File: src/rtl/light_package.sv
// Shared lamp/state types and default timing for the phase round-robin controller.
// Latency: n/a (types and constants only).
// Backpressure: n/a.
package light_package;

    // Lamp color per phase head; red is the all-zero safe value.
    typedef enum logic [1:0] {
        LAMP_RED    = 2'd0,
        LAMP_YELLOW = 2'd1,
        LAMP_GREEN  = 2'd2
    } colors_t;

    // Controller state.
    typedef enum logic [1:0] {
        GREEN  = 2'd0,
        YELLOW = 2'd1,
        ALLRED = 2'd2
    } tlc_state_t;

    // Default timing constants.
    localparam int DEF_N_PHASES      = 5;
    localparam int DEF_GAP_CYCLES    = 5;
    localparam int DEF_MAX_CYCLES    = 10;
    localparam int DEF_YELLOW_CYCLES = 2;
    localparam int DEF_ALLRED_CYCLES = 1;

    // Largest of four durations; sizes the shared counter width.
    function automatic int max4(input int a, input int b, input int c, input int d);
        int m;
        m = a;
        if (b > m) m = b;
        if (c > m) m = c;
        if (d > m) m = d;
        return m;
    endfunction

endpackage

File: src/rtl/tlc_rr_arbiter.sv
// Round-robin first-set search over per-phase requests, starting after 'last'.
// Latency: combinational.
// Backpressure: none; grant_valid low when no request is present.
module tlc_rr_arbiter #(
    parameter int N_PHASES = 5
) (
    input  logic [N_PHASES-1:0]         req,
    input  logic [$clog2(N_PHASES)-1:0] last,
    output logic [$clog2(N_PHASES)-1:0] grant_idx,
    output logic                        grant_valid
);

    localparam int IW = $clog2(N_PHASES);

    logic [IW:0] sum;

    // Walk offsets from farthest to nearest so the nearest set bit after 'last' wins; offset N is 'last' itself.
    always_comb begin
        grant_idx   = '0;
        grant_valid = 1'b0;
        sum         = '0;
        for (int off = N_PHASES; off >= 1; off--) begin
            sum = {1'b0, last} + (IW+1)'(off);
            if (sum >= (IW+1)'(N_PHASES)) begin
                sum = sum - (IW+1)'(N_PHASES);
            end
            if (req[sum[IW-1:0]]) begin
                grant_valid = 1'b1;
                grant_idx   = sum[IW-1:0];
            end
        end
    end

endmodule

File: src/rtl/tlc_phase_rr_controller.sv
// Round-robin traffic phase controller: green (gap/max-out), yellow, all-red, re-arbitrate.
// Latency: registered Moore outputs; a request is granted on the edge ending all-red clearance.
// Backpressure: none; requests absent in all-red leave it idle. Optional macro TLC_PREEMPT_EN adds preemption.
module tlc_phase_rr_controller
    import light_package::*;
#(
    parameter int N_PHASES      = DEF_N_PHASES,
    parameter int GAP_CYCLES    = DEF_GAP_CYCLES,
    parameter int MAX_CYCLES    = DEF_MAX_CYCLES,
    parameter int YELLOW_CYCLES = DEF_YELLOW_CYCLES,
    parameter int ALLRED_CYCLES = DEF_ALLRED_CYCLES
) (
    input  logic                          clk,
    input  logic                          reset_n,
    input  logic [N_PHASES-1:0]           phase_req,
`ifdef TLC_PREEMPT_EN
    input  logic                          preempt,
    input  logic [$clog2(N_PHASES)-1:0]   preempt_phase,
`endif
    output logic [N_PHASES-1:0][1:0]      lights,
    output logic [$clog2(N_PHASES)-1:0]   cur_phase,
    output logic                          busy
);

    localparam int IW = $clog2(N_PHASES);
    localparam int CW = $clog2(max4(GAP_CYCLES, MAX_CYCLES, YELLOW_CYCLES, ALLRED_CYCLES) + 1);

    localparam logic [CW-1:0] ONE      = CW'(1);
    localparam logic [CW-1:0] GAP_LIM  = CW'(GAP_CYCLES);
    localparam logic [CW-1:0] MAX_LIM  = CW'(MAX_CYCLES);
    localparam logic [CW-1:0] YEL_LAST = CW'(YELLOW_CYCLES - 1);
    localparam logic [CW-1:0] ALR_LAST = CW'(ALLRED_CYCLES - 1);

    tlc_state_t              state_q, state_d;
    logic [IW-1:0]           cur_q, cur_d;
    logic [CW-1:0]           gap_q, gap_d;
    logic [CW-1:0]           max_q, max_d;
    logic [CW-1:0]           yel_q, yel_d;
    logic [CW-1:0]           alr_q, alr_d;
    logic [N_PHASES-1:0][1:0] lights_q, lights_d;
    logic                    busy_q, busy_d;

    logic [N_PHASES-1:0]     own_mask;
    logic                    own_req;
    logic                    other_req;
    logic [IW-1:0]           grant_idx;
    logic                    grant_valid;

    logic                    pre_kick;
    logic                    pre_hold;
    logic                    pre_grant;
    logic [IW-1:0]           pre_idx;

    assign own_mask  = N_PHASES'(1) << cur_q;
    assign own_req   = phase_req[cur_q];
    assign other_req = |(phase_req & ~own_mask);

`ifdef TLC_PREEMPT_EN
    logic pre_valid;
    // Out-of-range preempt targets are ignored rather than granting a nonexistent phase.
    assign pre_valid = preempt && (int'(preempt_phase) < N_PHASES);
    assign pre_kick  = pre_valid && (preempt_phase != cur_q);
    assign pre_hold  = pre_valid && (preempt_phase == cur_q);
    assign pre_grant = pre_valid;
    assign pre_idx   = preempt_phase;
`else
    assign pre_kick  = 1'b0;
    assign pre_hold  = 1'b0;
    assign pre_grant = 1'b0;
    assign pre_idx   = '0;
`endif

    // In all-red cur_q still holds the last served phase, so it doubles as the round-robin pointer.
    tlc_rr_arbiter #(
        .N_PHASES (N_PHASES)
    ) u_arb (
        .req         (phase_req),
        .last        (cur_q),
        .grant_idx   (grant_idx),
        .grant_valid (grant_valid)
    );

    // Next-state, counter and output decode.
    always_comb begin
        state_d = state_q;
        cur_d   = cur_q;
        gap_d   = gap_q;
        max_d   = max_q;
        yel_d   = yel_q;
        alr_d   = alr_q;

        unique case (state_q)
            GREEN: begin
                if (pre_kick) begin
                    state_d = YELLOW;
                    gap_d   = '0;
                    max_d   = '0;
                    yel_d   = '0;
                end else if (pre_hold) begin
                    gap_d = '0;
                    max_d = '0;
                end else if ((gap_q == GAP_LIM) || (max_q == MAX_LIM)) begin
                    state_d = YELLOW;
                    gap_d   = '0;
                    max_d   = '0;
                    yel_d   = '0;
                end else begin
                    // Once armed, both counters free-run to their limit; a returning request does not disarm.
                    if (gap_q != '0) begin
                        gap_d = gap_q + ONE;
                    end else if (!own_req) begin
                        gap_d = ONE;
                    end
                    if (max_q != '0) begin
                        max_d = max_q + ONE;
                    end else if (own_req && other_req) begin
                        max_d = ONE;
                    end
                end
            end
            YELLOW: begin
                if (yel_q == YEL_LAST) begin
                    state_d = ALLRED;
                    alr_d   = '0;
                end else begin
                    yel_d = yel_q + ONE;
                end
            end
            ALLRED: begin
                // Clearance counter saturates at its last value; from then on arbitrate every cycle.
                if (alr_q != ALR_LAST) begin
                    alr_d = alr_q + ONE;
                end else if (pre_grant) begin
                    state_d = GREEN;
                    cur_d   = pre_idx;
                end else if (grant_valid) begin
                    state_d = GREEN;
                    cur_d   = grant_idx;
                end
            end
            default: begin
                state_d = ALLRED;
                alr_d   = ALR_LAST;
            end
        endcase

        busy_d = (state_d != ALLRED);
        for (int i = 0; i < N_PHASES; i++) begin
            lights_d[i] = LAMP_RED;
            if (IW'(i) == cur_d) begin
                if (state_d == GREEN) begin
                    lights_d[i] = LAMP_GREEN;
                end else if (state_d == YELLOW) begin
                    lights_d[i] = LAMP_YELLOW;
                end
            end
        end
    end

    // State and registered outputs; reset parks in completed all-red with phase 0 next in line.
    always_ff @(posedge clk or negedge reset_n) begin
        if (!reset_n) begin
            state_q  <= ALLRED;
            cur_q    <= IW'(N_PHASES - 1);
            gap_q    <= '0;
            max_q    <= '0;
            yel_q    <= '0;
            alr_q    <= ALR_LAST;
            lights_q <= {N_PHASES{LAMP_RED}};
            busy_q   <= 1'b0;
        end else begin
            state_q  <= state_d;
            cur_q    <= cur_d;
            gap_q    <= gap_d;
            max_q    <= max_d;
            yel_q    <= yel_d;
            alr_q    <= alr_d;
            lights_q <= lights_d;
            busy_q   <= busy_d;
        end
    end

    assign lights    = lights_q;
    assign cur_phase = cur_q;
    assign busy      = busy_q;

endmodule

File: config.mk
export PLATFORM = sky130hd
export DESIGN_NAME = tlc_phase_rr_controller
export DESIGN_NICKNAME = d
export VERILOG_FILES = /design/src/rtl/light_package.sv /design/src/rtl/tlc_rr_arbiter.sv /design/src/rtl/tlc_phase_rr_controller.sv
export SDC_FILE = /design/constraint.sdc
export NUM_CORES = 1
export LEC_CHECK = 0
export BUFFER_PORTS_ARGS = -buffer_cell sky130_fd_sc_hd__buf_2
export CELL_PAD_IN_SITES_DETAIL_PLACEMENT = 1
export CELL_PAD_IN_SITES_GLOBAL_PLACEMENT = 2
export CORE_ASPECT_RATIO = 0.8
export CORE_MARGIN = 5
export CORE_UTILIZATION = 38
export CTS_BUF_LIST = sky130_fd_sc_hd__clkbuf_8
export DETAILED_ROUTE_END_ITERATION = 16
export PLACE_DENSITY_LB_ADDON = 0.1
export SLEW_MARGIN = 20
export SYNTH_ARGS = -nofsm -noshare
export SYNTH_HDL_FRONTEND = slang
export SYNTH_SLANG_ARGS = --single-unit
export TNS_END_PERCENT = 1
File: constraint.sdc
create_clock -name clk -period 5.4 [get_ports clk]
set_input_delay 0.27 -clock clk [delete_from_list [all_inputs] [get_ports clk]]
set_output_delay 0.27 -clock clk [all_outputs]
set_load 0.01 [all_outputs]
==> results of run 1 <==
## worst reg2reg max path: cells and delay by family, from the launching register on
| family | cells | cell delay, ns |
|---|---|---|
| AND/OR/NAND/NOR | 4 | 1.23 |
| adder cells (fa/ha/maj) | 2 | 0.62 |
| multiplexers | 2 | 0.84 |
| flip-flops | 1 | 0.58 |
| AO/OA/AOI/OAI | 3 | 0.82 |
| buffers and inverters | 2 | 0.33 |
## stage by stage
stage / util, % / power (W) / setup WS [ns]
after floorplan: - / 0.00168 / 1.07
after global placement: 40.6 / 0.00208 / 1.06
after detailed placement: 40.6 / 0.00208 / 0.940
after CTS: 41.9 / 0.00232 / 0.933
after global routing: 41.9 / 0.00253 / 0.653
final: 41.9 / 0.00232 / 0.905
## cells by family (layout without fill, tap and decap cells)
group / count (synthesis) / count (layout) / synth area share [%]
buffers and inverters: 42 / 50 / 6.21
xor gates and xnor gates: 9 / 9 / 2.57
AOI/OAI and AO/OA: 113 / 113 / 25.1
adders and majority gates: 22 / 22 / 9.24
and+or+nand+nor: 147 / 147 / 25.5
muxes: 15 / 15 / 5.15
DFF: 32 / 32 / 26.2
## area by class of cell
| class | instances | area [sq um] | share of cell area [%] |
|---|---|---|---|
| Tap cell | 108 | 135 | 4.08 |
| Inverter | 17 | 63.8 | 1.92 |
| Sequential cell | 32 | 803 | 24.2 |
| Clock inverter | 3 | 38.8 | 1.17 |
| Timing Repair Buffer | 25 | 138 | 4.15 |
| Multi-Input combinational cell | 306 | 2070 | 62.4 |
| Clock buffer | 5 | 68.8 | 2.08 |
## registers in the layout (all words and copies together) (netlist names)
register and flops:
alr_q 4, busy 1, cur_phase 3, gap_q 4, lights 10, max_q 4, state_q 2, yel_q 4
## how the worst max path moves through the flow
stage                            to          from  depth (start not counted)
after floorplan           lights[5]  cur_phase[0]                         14
after global placement    lights[5]  cur_phase[2]                         11
after detailed placement  lights[5]  cur_phase[2]                         11
after CTS                 lights[5]  cur_phase[2]                         11
after global routing      lights[1]  cur_phase[2]                         11
final                     lights[5]  cur_phase[1]                         13
## cells in the final DEF (no fill, tap or decap), types with 4 or more instances in the layout
cell type  instances
a211oi_1           5
a21o_1             5
a21oi_1           17
a22oi_1            4
a31oi_1            8
buf_2             20
buf_4              5
clkbuf_8           5
dfrtp_1           30
ha_1              21
inv_1             18
mux2_2             6
mux2i_1            9
nand2_1           30
nand2b_1          13
nand3_1           12
nand4_1            5
nor2_1            33
nor2b_1           15
nor3_1            11
nor3b_1            4
o21ai_0           33
o22ai_1           11
o31ai_1            4
xnor2_1            7
## power by group through the flow
stage               Combinational, W  Sequential [W]  Clock, W
floorplan                    0.00127        0.000410         0
global placement             0.00163        0.000442         0
detailed placement           0.00164        0.000444         0
CTS                          0.00164        0.000441  0.000233
global route                 0.00183        0.000456  0.000249
finish                       0.00165        0.000440  0.000228
## metal layers
metal / share of wire [%] / wire length (um)
met5: 0 / 0
met4: 0.27 / 25
met3: 4.7 / 427
met2: 42 / 3800
met1: 53 / 4880
==> flow_summary.yaml, run 1 <==
power:
  power_report.internal_total_w: 0.00110
  clkPwrFrac_pct: 9.8
  seqPwrFrac_pct: 19.0
  combinationalPowerShare_pct: 71.2
  p_switching_w: 0.00122
  sw_frac_of_total_pct: 52.4
  power.ir.vdd_worst_mv: 0.215
  p_leak_nw: 1.43
  p_per_area_mw_per_mm2: 699
drt:
  ant_nets: 0
  viasPerCell: 5.69
  num_vias: 2822
  firstDrtPassIters: 4
  wire_per_inst_um: 18.4
  drt-initial-drc-count: 115
  drc: 0
  wl_mm: 9.14
layout:
  area_growth_pct: 8.30
  antennaDiodeCount: 0
  fillers: 990
  layoutNonFillerInstCount: 496
  stdcell_area_sq_mm: 0.00332
  drive_above_1_share_pct: 13.4
  nNetsFinal: 416
global_route:
  use_met2_pct: 26.5
  globalRoute.busiestLayer: "met1"
  track_usage_pct: 18.7
  antenna_found_initial: 0
  met1_usage_pct: 30.0
  overflow: 0
  met3_usage_pct: 3.29
  grt_max_degree: 39
  grt_pass1_wl_mm: 14.8
  grt_pass1_vias: 2721
logic_synthesis:
  avgSynthCellArea_sq_um: 8.06
  ys_seq_area_share_pct: 26.2
  ys_seq_elements: 32
  synth_top_area_share_pct: 24.5
  synth-edff-count: 0
  synth_area_leader_cell: "dfrtp_1"
  ys.flop_type: "dfrtp_1"
  synthArstFlopShare_pct: 100
  yosysUniqueCellTypes: 68
  yosys-top-cells-count: "nor2_1 (33), o21ai_0 (33), dfrtp_1 (30), nand2_1 (30), ha_1 (21)"
  netlist_area_sq_mm: 0.00306
  synth_nets: 409
  synthCells: 380
  netlist_top_cells_area: "dfrtp_1 (25%), ha_1 (8.6%), o21ai_0 (5.4%)"
  ys_warn_count: 0
setup_path:
  cpLargestDelayFamily: "simple AND/OR/NAND/NOR gates"
  end_kind: "flop"
  critical_path_class: "reg -> reg"
  critPathBufInv: 2
  cp_slowest_cell: "or4b_4"
  reg2reg_depth: 13
  worstPathRequired_ns: 5.61
  critPathMaxStageDelay_ns: 0.59
  crit_arrival_ns: 4.71
  crit_path_frequent_cell: "mux2_2"
  rrSetupSlack_ns: 0.90
  path_max_fanout: 12
  path_cells: "buf_4 > ha_1 > inv_1 > fa_1 > a21oi_2 > mux2_2 > a31oi_1 > nand2_1 > or4b_4 > o31ai_4 > mux2_2 > or3_1 > nor2b_1"
  timing.rr.start: "cur_phase[1]"
  r2r_end: "lights[5]"
  cp-start-kind: "flop"
sta:
  finalSetupViolCount: 0
  finalSetupTns_ns: 0
  hold_viol: 0
  hold_slack_ns: 0.0336
  skew_ns: 0.00406
  rsz0062_at_grt: "false"
  slew_headroom_pct: 47.1
  max_clock_freq_mhz: 222
  finalMaxSlewViolations: 0
  finalCritPeriodShare_pct: 83.2
  fin_crit_ns: 4.50
  max_slew.worst_pin.slew_ns: 0.793
floorplanning:
  die_y_um: 90.3
  rows: 29
  die_w_um: 110
  start_util_pct: 38.7
  core-area_sq_mm: 0.00791
  ioPinCount: 21
  die-area_sq_mm: 0.00996
clocking:
  clk_pin_slew_worst_paths_ns: 0.07
  cts_buffers: 5
  clockBufferDepth: 2
  cts_tree: "built"
  clk_latency_ns: 0.28
  htreeDepth: 2
  cts_resized: 0
  post_cts_buffers: 0
  cts-root-buf: "clkbuf_8"
  cts_hold_buf: 0
  clock-sinks: 32
placement:
  placement.io_buffers: 20
  place_inst: 488
  gp_congestion: 0.869
  placed_area_sq_mm: 0.00321
  place_hpwl_mm: 6.87
worst_hold_path:
  hold_class: "in -> async"
run_status:
  status: "completed"
job:
  drv_cap: 0
No activity file was read; power rests on OpenSTA's default activity.
==> run 2, diff against run 1 <==
==> constraint.sdc (replaced) <==
create_clock -name clk -period 4.6 [get_ports clk]
set_input_delay 0.23 -clock clk [delete_from_list [all_inputs] [get_ports clk]]
set_output_delay 0.23 -clock clk [all_outputs]
set_load 0.01 [all_outputs]
==> run 2 against run 1 <==
Against the previous run: the flow now finishes with violations (hold timing); setup slack got worse by 0.37 ns; register-to-register slack got worse by 0.37 ns; maximum frequency increased by 11%; highest routed layer unchanged; total power increased by 19%; non-clock buffer count increased by 4; hold slack got worse by 0.044 ns; first-iteration DRC count increased by 62%; critical path depth decreased by 1; sequential power increased by 12%.
==> flow_summary.yaml, run 2 (synthesis gave the netlist of run 1 again) <==
run_status:
  status: "complete, but fails checks"
  violations: "hold timing"
sta:
  max_clock_freq_mhz: 246
  rsz0062_at_grt: "false"
  hold_viol: 4
  skew_ns: 0.00751
  hold_slack_ns: -0.0107
  finalSetupViolCount: 0
  slew_headroom_pct: 45.3
  finalMaxSlewViolations: 0
  finalCritPeriodShare_pct: 88.3
  finalSetupTns_ns: 0
  max_slew.worst_pin.slew_ns: 0.820
  fin_crit_ns: 4.06
drt:
  viasPerCell: 5.79
  wl_mm: 9.28
  firstDrtPassIters: 4
  drc: 0
  ant_nets: 0
  drt-initial-drc-count: 186
  wire_per_inst_um: 18.6
  num_vias: 2896
layout:
  nNetsFinal: 420
  ff_latch_area_sq_um: 803
  layoutNonFillerInstCount: 500
  fillers: 991
  largest_reg_flops: 10
  multiInputGateArea_sq_mm: 0.00207
  layout_common_cells: "nor2_1 (33), o21ai_0 (33), nand2_1 (30), dfrtp_1 (30), ha_1 (21)"
  drive_above_1_share_pct: 14.3
  area_growth_pct: 9.28
  antennaDiodeCount: 0
power:
  p_per_area_mw_per_mm2: 825
  p_leak_nw: 1.45
  power.total_w: 0.00276
  power.ir.vdd_worst_mv: 0.247
global_route:
  track_usage_pct: 19.1
  met1_usage_pct: 31.5
  overflow: 0
  grt_max_degree: 43
  antenna_found_initial: 0
  grt_pass1_vias: 2746
  grt_pass1_wl_mm: 15.0
  globalRoute.busiestLayer: "met1"
  met3_usage_pct: 2.86
  use_met2_pct: 25.7
setup_path:
  critPathBufInv: 1
  end_kind: "flop"
  reg2reg_depth: 12
  cp_slowest_cell: "or4b_4"
  r2r_end: "lights[5]"
  critical_path_class: "reg -> reg"
  cpLargestDelayFamily: "simple AND/OR/NAND/NOR gates"
  path_max_fanout: 8
  path_cells: "ha_1 > inv_1 > fa_1 > a21oi_2 > mux2_2 > a31oi_1 > nand2_1 > or4b_4 > o31ai_4 > mux2_2 > or3_1 > nor2b_1"
  worstPathRequired_ns: 4.82
  rrSetupSlack_ns: 0.54
  cp-start-kind: "flop"
  crit_arrival_ns: 4.28
  crit_path_frequent_cell: "mux2_2"
  critPathMaxStageDelay_ns: 0.58
  timing.rr.start: "cur_phase[1]"
floorplanning:
  die-area_sq_mm: 0.00996
  rows: 29
  ioPinCount: 21
  die_y_um: 90.3
  start_util_pct: 38.7
  core-area_sq_mm: 0.00791
  die_w_um: 110
clocking:
  clk_pin_slew_worst_paths_ns: 0.07
  cts-root-buf: "clkbuf_8"
  post_cts_buffers: 0
  htreeDepth: 2
  cts_buffers: 5
  cts_tree: "built"
  cts_resized: 0
  clockBufferDepth: 2
  cts_hold_buf: 0
  clock-sinks: 32
  clk_latency_ns: 0.29
placement:
  gp_congestion: 0.927
  place_inst: 492
  place_hpwl_mm: 7.00
  placement.io_buffers: 20
job:
  drv_cap: 0
worst_hold_path:
  hold_class: "in -> async"
## run 2: layout make-up
cell class                 instances  area share [%]
sequential                        32            24.0
clock inverter                     3            1.16
tap                              108            4.04
multi-input combinational        306            61.8
inverter                          17            1.91
clock buffer                       5            2.06
timing repair buffer              29            5.01
## run 2: worst max-delay path by stage
stage          slack [ns]  cells past startpoint         start        end
6_report             0.54                     12  cur_phase[1]  lights[5]
5_1_grt              0.25                     12  cur_phase[1]  lights[5]
4_1_cts              0.53                     12  cur_phase[1]  lights[5]
3_5_place_dp         0.53                     12  cur_phase[1]  lights[5]
3_3_place_gp         0.62                     12  cur_phase[1]  lights[5]
2_1_floorplan        0.27                     14  cur_phase[0]  lights[5]
## run 2: routing by layer
metal  share of wire [%]  routed length, um
met1                  53               4940
met2                  42               3900
met3                 4.1                376
met4                0.70                 65
met5                   0                  0
## run 2: report_power, final
part           internal (W)  switching (W)
sequential         0.000384       0.000108
clock              0.000159       0.000114
combinational      0.000774        0.00122
total               0.00132        0.00144
## run 2: worst register-to-register path, stage by stage (launching register included)
cell	delay, ns
dfrtp_1	0.48
ha_1	0.19
inv_1	0.05
fa_1	0.45
a21oi_2	0.32
mux2_2	0.39
a31oi_1	0.21
nand2_1	0.10
or4b_4	0.58
o31ai_4	0.27
mux2_2	0.45
or3_1	0.40
nor2b_1	0.11
## run 2: stage by stage
stage	util, %	setup WS [ns]	cell area [sq um]
5_1_grt	42.3	0.254	3350
6_report	42.3	0.539	3350
2_1_floorplan	-	0.268	3060
3_3_place_gp	40.9	0.619	3240
4_1_cts	42.3	0.530	3350
3_5_place_dp	40.9	0.527	3240
==> run 3, diff against run 2 <==
--- a/config.mk
+++ b/config.mk
@@ -5,15 +5,13 @@
 export SDC_FILE = /design/constraint.sdc
 export NUM_CORES = 1
 export LEC_CHECK = 0
-export BUFFER_PORTS_ARGS = -buffer_cell sky130_fd_sc_hd__buf_2
-export CELL_PAD_IN_SITES_DETAIL_PLACEMENT = 1
-export CELL_PAD_IN_SITES_GLOBAL_PLACEMENT = 2
+export BUFFER_PORTS_ARGS = -buffer_cell sky130_fd_sc_hd__buf_4
 export CORE_ASPECT_RATIO = 0.8
 export CORE_MARGIN = 5
-export CORE_UTILIZATION = 38
+export CORE_UTILIZATION = 62
 export CTS_BUF_LIST = sky130_fd_sc_hd__clkbuf_8
 export DETAILED_ROUTE_END_ITERATION = 16
-export PLACE_DENSITY_LB_ADDON = 0.1
+export PLACE_DENSITY = 0.81
 export SLEW_MARGIN = 20
 export SYNTH_ARGS = -nofsm -noshare
 export SYNTH_HDL_FRONTEND = slang
==> run 3 against run 2 <==
Against the previous run: the run now ends clean; count of clock-buffer cells in the layout did not move; largest cell class unchanged; die area down 35%; sequential share of layout area grew 0.14 points; cell count fell by 10%.
==> flow_summary.yaml, run 3 (synthesis gave the netlist of run 1 again) <==
sta:
  worst_slack_ns: 0.290
  finalCritPeriodShare_pct: 93.7
  skew_ns: 0.00249
  hold_viol: 0
  finalMaxSlewViolations: 0
  max_slew.worst_pin.slew_ns: 0.748
  slew_headroom_pct: 50.1
  finalSetupTns_ns: 0
  rsz0062_at_grt: "false"
  fin_crit_ns: 4.31
  finalSetupViolCount: 0
  max_clock_freq_mhz: 232
layout:
  drive_above_1_share_pct: 13.8
  layout_common_cells: "nor2_1 (33), o21ai_0 (33), nand2_1 (30), dfrtp_1 (30), buf_4 (26)"
  area_growth_pct: 8.66
  antennaDiodeCount: 0
  nNetsFinal: 418
  fillers: 372
  layoutNonFillerInstCount: 450
  largest_reg_flops: 10
run_status:
  status: "completed"
setup_path:
  r2r_end: "lights[5]"
  cp-start-kind: "flop"
  timing.rr.start: "cur_phase[1]"
  crit_arrival_ns: 4.52
  worstPathRequired_ns: 4.81
  rrSetupSlack_ns: 0.29
  path_max_fanout: 14
  end_kind: "flop"
  reg2reg_depth: 12
  critical_path_class: "reg -> reg"
floorplanning:
  ioPinCount: 21
  core-area_sq_mm: 0.00468
  rows: 22
  die_w_um: 88.6
  die-area_sq_mm: 0.00645
  start_util_pct: 65.4
  die_y_um: 72.9
clocking:
  clock-sinks: 32
  post_cts_buffers: 0
  cts_buffers: 5
  cts_resized: 0
  clockBufferDepth: 2
  cts-root-buf: "clkbuf_8"
  clk_pin_slew_worst_paths_ns: 0.07
  clk_latency_ns: 0.28
  cts_tree: "built"
  htreeDepth: 2
  cts_hold_buf: 1
drt:
  viasPerCell: 6.42
  num_vias: 2889
  ant_nets: 0
  drt-initial-drc-count: 345
  wl_mm: 7.50
  firstDrtPassIters: 6
  drc: 0
  wire_per_inst_um: 16.7
placement:
  gp_congestion: 1.01
  dp_slack_ns: 0.365
  place_hpwl_mm: 5.50
  place_inst: 441
  placement.io_buffers: 20
power:
  combinationalPowerShare_pct: 71.2
  power.ir.vdd_worst_mv: 0.439
  p_per_area_mw_per_mm2: 803
  clkPwrFrac_pct: 9.9
  seqPwrFrac_pct: 18.9
  p_switching_w: 0.00136
  p_leak_nw: 1.44
  power_report.internal_total_w: 0.00132
  sw_frac_of_total_pct: 50.7
global_route:
  grt_pass1_vias: 2572
  track_usage_pct: 24.3
  overflow: 0
  grt_pass1_wl_mm: 12.5
  antenna_found_initial: 0
  grt_max_degree: 42
worst_hold_path:
  hold_class: "in -> async"
job:
  drv_cap: 0
## run 3: cell count changes in the layout (fill, tap and decap cells not counted), sizes merged
| cell | change |
|---|---|
| clkinvlp | +1 |
| inv | -1 |
| dlygate4sd3 | +1 |
| buf | -3 |
## run 3: final cells by class
cell class | count | area (sq um) | share of cell area (%)
Multi-Input combinational cell | 306 | 2070 | 62.2
Sequential cell | 32 | 803 | 24.1
Timing Repair Buffer | 27 | 205 | 6.17
Tap cell | 60 | 75.1 | 2.26
Clock buffer | 5 | 68.8 | 2.07
Inverter | 17 | 63.8 | 1.92
Clock inverter | 3 | 42.5 | 1.28
## run 3: power by group through the flow
| stage | clock network (W) | registers, W | logic, W |
|---|---|---|---|
| 2_1_floorplan | 0 | 0.000482 | 0.00150 |
| 3_3_place_gp | 0 | 0.000500 | 0.00183 |
| 3_5_place_dp | 0 | 0.000503 | 0.00186 |
| 4_1_cts | 0.000269 | 0.000500 | 0.00187 |
| 5_1_grt | 0.000280 | 0.000520 | 0.00211 |
| 6_report | 0.000265 | 0.000506 | 0.00190 |
## run 3: through the flow
step / hold slack (ns) / total power [W] / utilization, % / cell area (sq um)
6_report: 0.415 / 0.00267 / 71.1 / 3330
5_1_grt: 0.473 / 0.00291 / 71.1 / 3330
2_1_floorplan: -0.0656 / 0.00198 / - / 3060
3_5_place_dp: 0.183 / 0.00236 / 68.5 / 3210
3_3_place_gp: 0.181 / 0.00233 / 68.5 / 3210
4_1_cts: 0.426 / 0.00264 / 71.1 / 3330
## run 3: worst max path at each step
stage	start	cells past startpoint	end	slack (ns)
floorplan	cur_phase[0]	14	lights[5]	0.27
global placement	cur_phase[1]	12	lights[5]	0.47
detailed placement	cur_phase[1]	12	lights[5]	0.36
CTS	cur_phase[1]	12	lights[5]	0.34
global route	cur_phase[1]	12	lights[5]	0.07
finish	cur_phase[1]	12	lights[5]	0.29
## run 3: routing by layer
metal / vias to the layer above / routed length [um] / track usage (%)
met5: - / 0 / 0
met4: 0 / 93 / 5.20
met3: 11 / 737 / 3.72
met2: 169 / 3100 / 34.9
met1: 1315 / 3570 / 37.9
li1: 1394 / - / -
## run 3: critical path, stage by stage, from the launching register on
cell and delay, ns:
dfrtp_1 0.66, ha_1 0.24, inv_1 0.05, fa_1 0.44, a21oi_2 0.31, mux2_2 0.41, a31oi_1 0.21, nand2_1 0.09
or4b_4 0.58, o31ai_4 0.28, mux2_2 0.44, or3_1 0.40, nor2b_1 0.13
